===== config.mk =====
export PLATFORM = sky130hd
export DESIGN_NAME = traceback_reader
export DESIGN_NICKNAME = d
export VERILOG_FILES = /design/src/rtl/traceback_reader.sv
export SDC_FILE = /design/constraint.sdc
export NUM_CORES = 1
export LEC_CHECK = 0
export BUFFER_PORTS_ARGS = -buffer_cell sky130_fd_sc_hd__buf_4
export CORE_ASPECT_RATIO = 0.7
export CORE_MARGIN = 5
export CORE_UTILIZATION = 35
export DETAILED_ROUTE_END_ITERATION = 12
export GPL_TIMING_DRIVEN = 1
export HOLD_SLACK_MARGIN = 0.1
export PLACE_DENSITY_LB_ADDON = 0.08
export SYNTH_ARGS = -nofsm -noshare
export SYNTH_HDL_FRONTEND = slang
export SYNTH_SLANG_ARGS = --single-unit

===== constraint.sdc =====
create_clock -name clk -period 2.85 [get_ports clk]
set_clock_uncertainty 0.15 [all_clocks]
set_input_delay 0.57 -clock clk [delete_from_list [all_inputs] [get_ports clk]]
set_output_delay 0.57 -clock clk [all_outputs]
set_load 0.02 [all_outputs]

===== src/rtl/traceback_reader.sv =====
// traceback_reader: walks affine-gap direction pointers back from an end cell,
// emitting one alignment op per step on a valid/ready stream.
module traceback_reader #(
  parameter int ROW_W = 10,
  parameter int COL_W = 10,
  parameter int CNT_W = 12,
  parameter int DIR_W = 7
) (
  input  logic             clk,
  input  logic             reset_i,
  input  logic             start,
  input  logic [ROW_W-1:0] end_row,
  input  logic [COL_W-1:0] end_col,
  output logic             busy,
  output logic             done,
  output logic             error,
  output logic [ROW_W-1:0] start_row,
  output logic [COL_W-1:0] start_col,
  output logic [CNT_W-1:0] op_count,
  output logic             dir_rd_en,
  output logic [ROW_W-1:0] dir_row,
  output logic [COL_W-1:0] dir_col,
  input  logic [DIR_W-1:0] dir_rdata,
  output logic             op_valid,
  input  logic             op_ready,
  output logic [1:0]       op_code
);
  typedef enum logic [2:0] {IDLE, FETCH, WAIT, STEP, EMIT, DONE} state_t;
  typedef enum logic [2:0] {L_H, L_E1, L_F1, L_E2, L_F2} layer_t;
  state_t state, state_n;
  layer_t layer, layer_n;
  logic [ROW_W-1:0] i, i_n;
  logic [COL_W-1:0] j, j_n;
  logic [CNT_W-1:0] count, count_n;
  logic [DIR_W-1:0] dir_reg, dir_n;
  logic [1:0] op, op_n;
  logic err, err_n, ext, horiz;
  // gap layers E1/F1/E2/F2 (1..4) map onto extend bits 3..6
  assign ext = dir_reg[3'(layer) + 3'd2];
  assign horiz = (layer == L_E1) || (layer == L_E2);
  always_comb begin
    state_n = state;
    layer_n = layer;
    i_n = i;
    j_n = j;
    count_n = count;
    dir_n = dir_reg;
    op_n = op;
    err_n = err;
    case (state)
      IDLE: if (start) begin
        i_n = end_row;
        j_n = end_col;
        layer_n = L_H;
        count_n = '0;
        err_n = 1'b0;
        state_n = (end_row == '0 || end_col == '0) ? DONE : FETCH;
      end
      FETCH: state_n = WAIT;
      WAIT: begin
        dir_n = dir_rdata;
        state_n = STEP;
      end
      STEP: if (layer != L_H) begin
        op_n = horiz ? 2'd2 : 2'd3;
        i_n = horiz ? i : i - ROW_W'(1);
        j_n = horiz ? j - COL_W'(1) : j;
        layer_n = ext ? layer : L_H;
        state_n = EMIT;
      end else if (dir_reg[2:1] == 2'b00) begin
        op_n = dir_reg[1:0];
        i_n = i - ROW_W'(1);
        j_n = j - COL_W'(1);
        state_n = EMIT;
      end else if (dir_reg[2:1] == 2'b11) begin
        err_n = ~dir_reg[0];
        state_n = DONE;
      end else begin
        layer_n = layer_t'(dir_reg[2:0] - 3'd1);
      end
      EMIT: if (op_ready) begin
        count_n = count + {{(CNT_W-1){1'b0}}, ~&count};
        state_n = (i == '0 || j == '0) ? DONE : FETCH;
      end
      DONE: state_n = IDLE;
      default: state_n = IDLE;
    endcase
  end
  always_ff @(posedge clk or negedge reset_i) begin
    if (!reset_i) begin
      state <= IDLE;
      layer <= L_H;
      i <= '0;
      j <= '0;
      count <= '0;
      dir_reg <= '0;
      op <= '0;
      err <= 1'b0;
    end else begin
      state <= state_n;
      layer <= layer_n;
      i <= i_n;
      j <= j_n;
      count <= count_n;
      dir_reg <= dir_n;
      op <= op_n;
      err <= err_n;
    end
  end
  assign busy = state != IDLE;
  assign done = state == DONE;
  assign error = err;
  assign start_row = i;
  assign start_col = j;
  assign op_count = count;
  assign dir_rd_en = state == FETCH;
  assign dir_row = i;
  assign dir_col = j;
  assign op_valid = state == EMIT;
  assign op_code = op;
endmodule


### After elaboration in Yosys (flattened, before gate mapping)

Index checks and enable logic that the tools add are counted.

| storage, ports and cells | value |
|---|---|
| output and inout bits | 59 |
| word-level logic and storage cells | 95 |
| bits in registers | 48 |
| bits of input ports | 31 |

| cells by class | value |
|---|---|
| eq/ne operators | 20 |
| magnitude comparators | 1 |
| muxes and demuxes | 37 |
| reduce and logical (&&, ||, !) cells | 23 |
| bitwise logic cells | 1 |
| add/sub/neg operators | 5 |

Operators by type and width:

| operator | number |
|---|---|
| $mux 10 | 8 |
| $logic_not 10->1 | 4 |
| $pmux 10 s2 | 2 |
| $mux 3 | 12 |
| $mux 12 | 2 |
| $pmux 12 s2 | 1 |
| $sub 10x1->10 const B | 2 |
| $ne 3x3->1 const B | 6 |
| $pmux 3 s5 | 1 |
| $add 12x1->12 | 1 |
| $reduce_and 12->1 | 1 |
| $reduce_and 5->1 | 2 |
| $eq 3x2->1 const B | 3 |
| $ne 2x2->1 const B | 4 |
| $reduce_and 4->1 | 2 |
| $eq 3x1->1 const B | 2 |
| $eq 3x3->1 const B | 2 |
| $mux 1 | 6 |
| $pmux 3 s2 | 1 |
| $reduce_and 3->1 | 2 |
| $reduce_bool 2->1 | 3 |
| $reduce_bool 3->1 | 2 |
| $lt 3x4->1 const B | 1 |
| $mux 2 | 2 |
| 13 further kinds | 15 |

### Logic depth before layout (Yosys ltp)

| depth | value |
|---|---|
| depth after elaboration | 6 |
| depth in mapped cells | 9 |
| gate-level depth less buffers | 9 |

### Worst setup path before layout

OpenSTA, ideal clock, no wires.

| path | value |
|---|---|
| path kind | reg-to-reg |
| start | reg count[4], in the netlist op_count[4] |
| end | reg count[11], in the netlist op_count[11] |
| cell stages (with the launch flop) | 10 |
| setup slack | 697 ps |
| path buffers | 0 |
| data arrival time | 1871 ps |
| path through | dfrtp_1 nand3_1 or3_1 nor2_1 nand4_1 ha_1 nand4b_1 nor3_1 xnor2_1 nor2_1 |

| between the ends | value |
|---|---|
| word-level cells in the longest chain between the ends | 5 |

RTL lines:

| what | line | source |
|---|---|---|
| start: declaration | 34 | `logic [CNT_W-1:0] count, count_n;` |
| start signal: assignment | 104 | `count <= count_n;` |
| $reduce_and 12->1 | 82 | `count_n = count + {{(CNT_W-1){1'b0}}, ~&count};` |
| $logic_not 1->1 | 82 |  |
| $add 12x1->12 * | 82 |  |
| $mux 12 * | 81 | `EMIT: if (op_ready) begin` |
| $pmux 12 s2 * | 50 | `case (state)` |

Mark *: on every way between the ends. The rest lies on a longest branch, timed or not. The select of a mux whose other input is x is not followed.
A chain may end at the register's enable or synchronous reset.

### Worst setup path in the final report

| path | value |
|---|---|
| start | reg state[2] |
| end | reg j[7], in the netlist dir_col[7] |

| between the ends | value |
|---|---|
| word-level cells in the longest chain between the ends | 3 |

RTL lines:

| what | line | source |
|---|---|---|
| start: declaration | 30 | `state_t state, state_n;` |
| start signal: assignment | 100 | `state <= state_n;` |
| $eq 3x2->1 or $logic_not 3->1 (tied branches) | 50 |  |
| $ne 3x3->1 (no line) (tied with other cells) | - |  |
| $reduce_and 4->1 (no line) | - |  |
| end signal: assignment | 103 | `j <= j_n;` |
| end: declaration | 33 | `logic [COL_W-1:0] j, j_n;` |

Several ways; a longest one is shown, not always the timed one.

==> out/results.txt <==
Die W -> 119.0 µm
Path type of the worst min-delay path -> in2async
Share of synthesized flip-flops with an asynchronous set or reset -> 1.000
Count of unresolved DRC violations after routing -> 0
Met3 usage in global routing -> 0.03588
Fraction of layout cells with a size suffix above 1 -> 0.3045
Standard-cell row count -> 27
Total global routing overflow -> 0
Critical path's slowest cell -> dfrtp_1
Met1 usage -> 0.2244
Per-instance average area after synthesis -> 9.324 µm²
Commonest non-fill, non-tap cells in the layout -> 93 x buf_4, 48 x dfrtp_1, 33 x nor2_1, 21 x nand2_1
Crit-path cells -> nand3b_2 -> a211oi_4 -> nand3_2 -> or4_1 -> nand3_1
Initial core utilization -> 0.3649
Most common cell after layout, fill and taps aside -> buf_4
Leakage power -> 1.586 nW
Average wire length per cell after detail routing -> 16.07 µm
Iter 0 DRT Violations -> 121
Cell count of the worst reg-to-reg path -> 5
Kind of critical path -> reg2reg
Unrepaired setup endpoints after global routing -> no
Global-route wire length before repair -> 13,070 µm
Antenna violations before repair -> 0
Number of flip-flops in the largest register -> 12
Crit path capture type -> flip-flop
Placeable Area -> 7973 µm²
Post-synthesis cell count -> 312
CTS H-tree depth -> 2
Antenna diode count -> 0
Total count of hold-check failures in the final report -> 0
Vias in the first global route -> 2,498
Final number of setup-violating endpoints -> 0
Required @ worst endpoint -> 2.93 ns
Floorplan die area -> 10,260 µm²
Post-synthesis instance area -> 2909 µm²
Unique masters post-synth -> 54
Ratio of routed vias to standard cells -> 5.210
Number of search-and-repair iterations in the first detailed-routing pass -> 6
Largest area contributor in the netlist -> dfrtp_1
Warning count from the yosys run -> 0
Net total in the final layout -> 419
Final critical-path required period -> 2.260 ns
Power density over the cells -> 1137 nW/µm²
Net Count, Synth -> 350
Number of enable flip-flop cells after synthesis -> 0
GP Congestion -> 0.7605
Max-slew violation count -> 0
CP max stage delay -> 0.51 ns
Total GRT Usage -> 0.1558
Maximum number of buffers from clock root to sink -> 2
Post-layout total power -> 4.124 mW
Ratio of final minimum period to clock period -> 0.7931
HPWL after DPL -> 5761 µm
Share of the core filled with cells -> 0.4548
Slew of the pin with the lowest slew margin -> 0.7330 ns
Routed Antenna Nets -> 0
TNS Setup -> 0 ns
Met2 layer usage reported by global route -> 0.2428
Busiest layer in global routing -> met2
Num ports -> 90
Commonest register cell after synthesis -> dfrtp_1
Critical Path Source Type -> flip-flop
Clock tree root driver cell -> clkbuf_16
CTS Buf Count -> 5
Clock slew seen by the registers of the worst setup and hold paths -> 0.07 ns
Buffers added on ports -> 89
Max-Cap Viols -> 0
Arrival time at the worst endpoint -> 2.34 ns
Crit-path max FO -> 11
Fmax -> 442.4 MHz
Peak ir drop on the vdd network -> 0.0005530 V
Resized cells post-CTS -> 0
Area share of the largest cell type after synthesis -> 0.4129
Cts-stage hold buffer count -> 0
Final Routed Wirelength -> 7747 µm
Top post-synthesis cells by area -> dfrtp_1 41%, buf_4 5.4%, nor2_1 4.3%
Outcome -> complete, no violations
Worst rel slew slack -> 0.5102
Register area share after synthesis -> 0.4129
Area growth from synthesis to layout -> 24.65%
Vias after detailed routing -> 2,511
Number of post-CTS setup repair buffers -> 0
Vertical extent of the die -> 86.28 µm
Register bit count reported by yosys -> 48
Maximum number of pins on one net before global-route repair -> 49
CTS tree -> built
Clk sinks -> 48
Clock network latency to the later pin of the worst-skew pair -> 0.29 ns
-- path summary, 6_finish.rpt --
kind                                        start                endpoint  slack (ns)
setup / recovery             state[2]$_DFFE_PN0P_  dir_col[7]$_DFFE_PN0P_        0.59
hold / removal                            reset_i  dir_col[2]$_DFFE_PN0P_        0.14
setup reg to reg             state[2]$_DFFE_PN0P_  dir_col[7]$_DFFE_PN0P_        0.59
hold reg to reg            dir_reg[6]$_DFFE_PN0P_  dir_reg[6]$_DFFE_PN0P_        0.36
max in group asynchronous                 reset_i  dir_reg[0]$_DFFE_PN0P_        1.94
min in group clk                       end_col[7]  dir_col[7]$_DFFE_PN0P_        0.34
-- Yosys cell counts (2+ instances only) --
master     number
dfrtp_1        48
nor2_1         33
buf_4          21
nand2_1        21
inv_1          14
nand3_1        14
nor3_1         14
o21ai_0        14
a21oi_1        11
or3_1           9
ha_1            7
o211ai_1        7
xor2_1          6
a211oi_1        5
mux2_2          5
clkbuf_1        4
mux2i_1         4
nand2b_1        4
nand4_1         4
nor4_1          4
o22ai_1         4
o311ai_0        4
or2_2           4
or4_1           4
xnor2_1         4
clkbuf_8        3
nand3b_1        3
o31ai_1         3
a31oi_1         2
and3_1          2
buf_6           2
nand4b_1        2
nor3b_1         2
o21a_1          2
o2bb2ai_1       2
o32ai_1         2
-- layout make-up --
cell class | count | area [µm²]
clock buffer | 6 | 128.9
clock inverter | 1 | 5.005
fill | 804 | 4347
inverter | 14 | 52.55
multi-input combinational | 219 | 1414
sequential | 48 | 1201
tap | 101 | 126.4
timing repair buffer | 93 | 698.2
-- per-stage QoR --
| step | instance area (µm²) | worst slack [ns] | hold WS, ns | instances |
|---|---|---|---|---|
| after CTS | 3626 | 0.5736 | 0.1869 | 482 |
| after floorplan | 2909 | 0.6969 | 0.1244 | 312 |
| final | 3626 | 0.5897 | 0.1423 | 482 |
| after global placement | 3492 | 0.6481 | 0.3457 | 475 |
| after global routing | 3626 | 0.3968 | 0.2087 | 482 |
| after detailed placement | 3492 | 0.5861 | 0.3498 | 475 |
-- worst max-delay path, delay by kind of cell (launching register included) --
family           cells  cell delay, ns
AO/OA/AOI/OAI        1            0.45
flip-flops           1            0.51
AND/OR/NAND/NOR      4            1.10
-- power breakdown --
part	total (mW)	switching [mW]	internal (mW)
registers	1.35	0.401	0.951
clock network	0.576	0.256	0.320
logic	2.20	1.25	0.947
total	4.12	1.91	2.22
-- logic make-up (layout without fill, tap and decap cells) --
family | count (synthesis) | count (layout) | share of synthesized area
flops | 48 | 48 | 0.4129
fa+ha+maj | 7 | 7 | 0.03011
compound gates | 65 | 65 | 0.1553
xor+xnor | 10 | 10 | 0.03011
mux | 10 | 10 | 0.04215
simple gates | 127 | 127 | 0.2284
buf+inv | 45 | 114 | 0.1011
-- routing by layer --
metal	up-vias	share of wire
li1	1252	-
met1	1202	0.50
met3	7	0.042
met2	50	0.45
met5	-	0
met4	0	0.0062
(Power assumes the default switching activity.)
